===== config.mk =====
export PLATFORM = sky130hd
export DESIGN_NAME = host_loader
export DESIGN_NICKNAME = d
export VERILOG_FILES = /design/src/rtl/tpu_pkg.sv /design/src/rtl/byte_pair_assembler.sv /design/src/rtl/host_loader.sv
export SDC_FILE = /design/constraint.sdc
export NUM_CORES = 1
export LEC_CHECK = 0
export ABC_AREA = 1
export CAP_MARGIN = 20
export CORE_ASPECT_RATIO = 0.75
export CORE_MARGIN = 2
export CORE_UTILIZATION = 43
export DETAILED_ROUTE_END_ITERATION = 8
export GPL_TIMING_DRIVEN = 0
export MAX_ROUTING_LAYER = met4
export PLACE_DENSITY = 0.75
export RECOVER_POWER = 25
export SKIP_LAST_GASP = 1
export SLEW_MARGIN = 20
export SYNTH_ARGS = -nofsm -noshare
export SYNTH_HDL_FRONTEND = slang
export SYNTH_HIERARCHICAL = 1
export SYNTH_SLANG_ARGS = --single-unit

===== constraint.sdc =====
create_clock -name clk -period 3.1 [get_ports clk]
set_input_delay 0.31 -clock clk [delete_from_list [all_inputs] [get_ports clk]]
set_output_delay 0.31 -clock clk [all_outputs]
set_load 0.05 [all_outputs]

===== src/rtl/tpu_pkg.sv =====
// Shared TPU definitions: memory depths, write-address width, loader state enum.
package tpu_pkg;

  localparam int unsigned W_DEPTH   = 4;
  localparam int unsigned INP_DEPTH = 4;
  localparam int unsigned INS_DEPTH = 16;
  localparam int unsigned ADDR_W    = 4;

  localparam int unsigned W_CNT_W   = $clog2(W_DEPTH);
  localparam int unsigned INP_CNT_W = $clog2(INP_DEPTH);
  localparam int unsigned INS_CNT_W = $clog2(INS_DEPTH);

  typedef enum logic {
    IDLE = 1'b0,
    RUN  = 1'b1
  } loader_state_t;

endpackage


===== src/rtl/byte_pair_assembler.sv =====
// Pairs two host bytes (low first, then high) into one 16-bit instruction word.
module byte_pair_assembler (
  input  logic        clk,
  input  logic        reset,
  input  logic        clear,
  input  logic        byte_valid,
  input  logic [7:0]  byte_in,
  output logic [15:0] word,
  output logic        word_valid,
  output logic        pending
);

  logic       phase;
  logic [7:0] low_byte;

  // Phase toggles on every accepted byte; the low byte is held until its partner arrives.
  always_ff @(posedge clk) begin
    if (reset || clear) begin
      phase    <= 1'b0;
      low_byte <= '0;
    end else if (byte_valid) begin
      if (!phase) begin
        low_byte <= byte_in;
        phase    <= 1'b1;
      end else begin
        phase    <= 1'b0;
      end
    end
  end

  // The word is complete in the same cycle the high byte is presented.
  always_comb begin
    word       = {byte_in, low_byte};
    word_valid = byte_valid && phase;
    pending    = phase;
  end

endmodule


===== src/rtl/host_loader.sv =====
// Host loader: writes weight/input/instruction memories from host bytes and
// launches the control unit. Optional macro HOST_LOADER_CHK_EN gates start on
// all three regions having been fully loaded.
module host_loader
  import tpu_pkg::*;
(
  input  logic              clk,
  input  logic              reset,
  input  logic [7:0]        data_in,
  input  logic              fetch_w,
  input  logic              fetch_inp,
  input  logic              fetch_ins,
  input  logic              start,
  input  logic              done,
  output logic              w_we,
  output logic              inp_we,
  output logic              ins_we,
  output logic [ADDR_W-1:0] wr_addr,
  output logic [15:0]       wr_data,
  output logic              run,
  output logic              busy,
  output logic              err
);

  loader_state_t state, state_next;

  logic [W_CNT_W-1:0]   w_cnt;
  logic [INP_CNT_W-1:0] inp_cnt;
  logic [INS_CNT_W-1:0] ins_cnt;

  logic multi, any_flag, start_ok;
  logic do_w, do_inp, do_ins, do_start, err_set;
  logic [15:0] ins_word;
  logic ins_valid, ins_pending;

`ifdef HOST_LOADER_CHK_EN
  logic w_loaded, inp_loaded, ins_loaded;
  assign start_ok = w_loaded && inp_loaded && ins_loaded;
`else
  assign start_ok = 1'b1;
`endif

  assign multi    = $countones({fetch_w, fetch_inp, fetch_ins, start}) > 1;
  assign any_flag = fetch_w || fetch_inp || fetch_ins || start;

  byte_pair_assembler u_bpa (
    .clk        (clk),
    .reset      (reset),
    .clear      (do_start),
    .byte_valid (do_ins),
    .byte_in    (data_in),
    .word       (ins_word),
    .word_valid (ins_valid),
    .pending    (ins_pending)
  );

  // State register.
  always_ff @(posedge clk) begin
    if (reset) state <= IDLE;
    else       state <= state_next;
  end

  // Next state: accepted start launches a run, done ends it.
  always_comb begin
    state_next = state;
    unique case (state)
      IDLE: if (start && !multi && start_ok) state_next = RUN;
      RUN:  if (done) state_next = IDLE;
      default: state_next = IDLE;
    endcase
  end

  // Command decode: only single flags in IDLE act; everything else can only raise err.
  always_comb begin
    busy     = (state == RUN);
    do_w     = (state == IDLE) && !multi && fetch_w;
    do_inp   = (state == IDLE) && !multi && fetch_inp;
    do_ins   = (state == IDLE) && !multi && fetch_ins;
    do_start = (state == IDLE) && !multi && start && start_ok;
    err_set  = multi
            || ((state == RUN) && any_flag)
            || ((state == IDLE) && start && (ins_pending || !start_ok));
  end

  // Registered write port, counters, run pulse and sticky error.
  always_ff @(posedge clk) begin
    if (reset) begin
      w_we    <= 1'b0;
      inp_we  <= 1'b0;
      ins_we  <= 1'b0;
      wr_addr <= '0;
      wr_data <= '0;
      run     <= 1'b0;
      err     <= 1'b0;
      w_cnt   <= '0;
      inp_cnt <= '0;
      ins_cnt <= '0;
`ifdef HOST_LOADER_CHK_EN
      w_loaded   <= 1'b0;
      inp_loaded <= 1'b0;
      ins_loaded <= 1'b0;
`endif
    end else begin
      w_we    <= do_w;
      inp_we  <= do_inp;
      ins_we  <= ins_valid;
      wr_addr <= '0;
      wr_data <= '0;
      run     <= do_start;
      err     <= err || err_set;
      if (do_start) begin
        w_cnt   <= '0;
        inp_cnt <= '0;
        ins_cnt <= '0;
      end else if (do_w) begin
        wr_addr <= ADDR_W'(w_cnt);
        wr_data <= {8'h00, data_in};
        w_cnt   <= (w_cnt == W_CNT_W'(W_DEPTH - 1)) ? '0 : w_cnt + 1'b1;
`ifdef HOST_LOADER_CHK_EN
        if (w_cnt == W_CNT_W'(W_DEPTH - 1)) w_loaded <= 1'b1;
`endif
      end else if (do_inp) begin
        wr_addr <= ADDR_W'(inp_cnt);
        wr_data <= {8'h00, data_in};
        inp_cnt <= (inp_cnt == INP_CNT_W'(INP_DEPTH - 1)) ? '0 : inp_cnt + 1'b1;
`ifdef HOST_LOADER_CHK_EN
        if (inp_cnt == INP_CNT_W'(INP_DEPTH - 1)) inp_loaded <= 1'b1;
`endif
      end else if (ins_valid) begin
        wr_addr <= ADDR_W'(ins_cnt);
        wr_data <= ins_word;
        ins_cnt <= (ins_cnt == INS_CNT_W'(INS_DEPTH - 1)) ? '0 : ins_cnt + 1'b1;
`ifdef HOST_LOADER_CHK_EN
        if (ins_cnt == INS_CNT_W'(INS_DEPTH - 1)) ins_loaded <= 1'b1;
`endif
      end
    end
  end

endmodule


==> impl_metrics.tcl <==
set metrics [dict create \
    status "completed" \
    drt-total-wl_um 3290 \
    cts.clk_slew.worst_paths_ns 0.08 \
    syn_nets 255 \
    hold_viol 0 \
    place_hpwl_um 2390 \
    holdCritPathClass "flip-flop to flip-flop" \
    die_h_um 60.4 \
    netlist_instances 235 \
    syn2layout_area_growth_pct 31.9 \
    grt_pass1_vias 1366 \
    grtUsageMet3 0.0461 \
    period_share 0.870 \
    synth_ff_type "dfxtp_1" \
    multiInputGateArea_um2 737 \
    start_kind "input pin" \
    synthTopCellsByArea "dfxtp_1, nand2_1, nor2_1" \
    synth.most_common_cell "nand2_1" \
    slew_violations 0 \
    finalClockSkew_ns 0.00664 \
    path_class "input pin to flip-flop" \
    rows 20 \
    use_met1 0.186 \
    final_layout_size_suffix_gt1_frac 0.120 \
    hold_buffers 0 \
    core_region_area_mm2 0.00405 \
    use_met2 0.276 \
    vias 1470 \
    p_leak_nw 1.20 \
    drtAntennaViolNets 0 \
    syn_avg_cell_area_um2 7.75 \
    place_area_mm2 0.00229 \
    ios 41 \
    fin_setup_tns_ns 0 \
    tightest_slew_ns 0.509 \
    drc_errors 0 \
    top_usage_layer "met2" \
    globalRouteTotalUtil 0.162 \
    antenna_found_initial 0 \
    cp.required_ns 3.33 \
    h-tree-depth 2 \
    synth_top_area_share 0.473 \
    timing.fmax_mhz 371 \
    setup_violations 0 \
    grt-ovfl-total 0 \
    wl_per_cell_um 9.73 \
    clk_latency_ns 0.29 \
    synth-warning-count 6 \
    peakVddDrop_uv 290 \
    routabilityCongestion 0.755 \
    fin_util 0.593 \
    worstPathMaxFanout 10 \
    regArea_um2 861 \
    cts.sinks 43 \
    final_nets 302 \
    stdcell_area_mm2 0.00240 \
    drt_iter0_markers 56 \
    diodes 0 \
    drt_pass1_iterations 5 \
    cts_buffer_depth 2 \
    post_cts_resized 0 \
    yosys.area.top_type "dfxtp_1" \
    synth.distinct_cells 27 \
    crit_arrival_ns 2.93 \
    detail_route.vias_per_cell 4.35 \
    start_util 0.449 \
    tritoncts "built" \
    die_x_um 79.2 \
    final_cells 338 \
    postSynth.asyncResetShare 0 \
    netlist_top_cells_count "nand2_1, dfxtp_1, nor2_1, inv_1, nand3_1" \
    power_density_mw_per_mm2 498 \
    rsz0062_at_grt "false" \
    port_buffers 40 \
    grt_first_pass_wirelength_um 5810 \
    dp_cells 330 \
    drv_cap 0 \
    synth_area_mm2 0.00182 \
    synth_edf_count 0 \
    grt_max_degree 15 \
    dieArea_mm2 0.00478 \
    slew-limit-headroom 0.660 \
    postCtsSetupBuffers 0 \
    ys_ff_latch 43 \
    cts_buffers 5 \
    cts-root-buf "clkbuf_8" \
    min_period_ns 2.70 \
    nFillCells 377 \
    ys_seq_area_frac 0.473 \
    endpoint_kind "flip-flop" \
]
==> placed cells by master (no fill, tap or decap), types with 2 or more instances in the layout <==
cell / Yosys / final
o21ai_0: 4 / 4
dlygate4sd3_1: 0 / 17
buf_4: 8 / 8
nor2_2: 2 / 2
a21oi_1: 6 / 6
clkbuf_8: 0 / 5
nand4_4: 2 / 2
nor2_1: 41 / 41
nand3_1: 13 / 13
nand2_1: 58 / 58
ha_1: 4 / 4
inv_2: 5 / 5
dfxtp_1: 43 / 43
inv_1: 34 / 34
clkdlybuf4s50_1: 0 / 23
==> per-stage QoR <==
stage          setup slack, ns  power, mW  hold WS [ns]
3_5_place_dp             0.114      0.780         0.440
4_1_cts                  0.402       1.21         0.454
3_3_place_gp             0.156      0.777         0.434
6_report                 0.404       1.20         0.451
5_1_grt                  0.182       1.25         0.478
2_1_floorplan             1.03      0.720         0.382
==> critical path, stage by stage <==
cell             delay (ns)
clkdlybuf4s50_1        0.57
inv_1                  0.11
fa_1                   0.54
inv_1                  0.07
a21boi_2               0.20
nand3_1                0.10
inv_1                  0.07
buf_6                  0.13
nand2_1                0.07
inv_1                  0.16
nand3_4                0.16
nor2_8                 0.21
inv_4                  0.09
nor2_1                 0.10
==> layout make-up <==
class	count	share of cell area
flip-flops and latches	43	0.358
multi-input cells	143	0.307
repair buffers	40	0.167
inverters	40	0.0635
plain buffers	9	0.0297
clock buffers	5	0.0286
well taps	55	0.0286
clock inverters	3	0.0182
==> worst paths after layout <==
| check | from | endpoint | slack, ns | cells past startpoint |
|---|---|---|---|---|
| setup / recovery | fetch_w | wr_data[12]$_SDFF_PP0_ | 0.40 | 14 |
| hold / removal | u_bpa/low_byte[4]$_SDFFE_PP0P_ | wr_data[4]$_SDFF_PP0_ | 0.45 | 2 |
| setup reg to reg | busy$_SDFF_PP0_ | wr_data[12]$_SDFF_PP0_ | 1.43 | 10 |
| hold reg to reg | u_bpa/low_byte[4]$_SDFFE_PP0P_ | wr_data[4]$_SDFF_PP0_ | 0.45 | 2 |
==> power by group <==
part | switching [mW] | internal, mW | total, mW
combinational | 0.112 | 0.0682 | 0.180
clock | 0.191 | 0.240 | 0.431
sequential | 0.0113 | 0.574 | 0.585
total | 0.314 | 0.882 | 1.20
==> routing by layer <==
layer	wire [µm]	share of wire
met5	0	0
met4	48	0.015
met3	173	0.053
met2	1470	0.45
met1	1600	0.49
==> state kept, by name (all words and copies together), names as in the netlist <==
| register | count |
|---|---|
| busy | 1 |
| err | 1 |
| inp_cnt | 2 |
| inp_we | 1 |
| ins_cnt | 4 |
| ins_we | 1 |
| run | 1 |
| u_bpa/low_byte | 8 |
| u_bpa/pending | 1 |
| w_cnt | 2 |
| w_we | 1 |
| wr_addr | 4 |
| wr_data | 16 |
==> kinds of logic after synthesis <==
group,Yosys count,synth area share
compound gates,13,0.0419
xor+xnor,1,0.00481
fa+ha+maj,5,0.0385
buf+inv,49,0.123
flops,43,0.473
simple gates,124,0.319
Power figures use the tool's default switching activity.
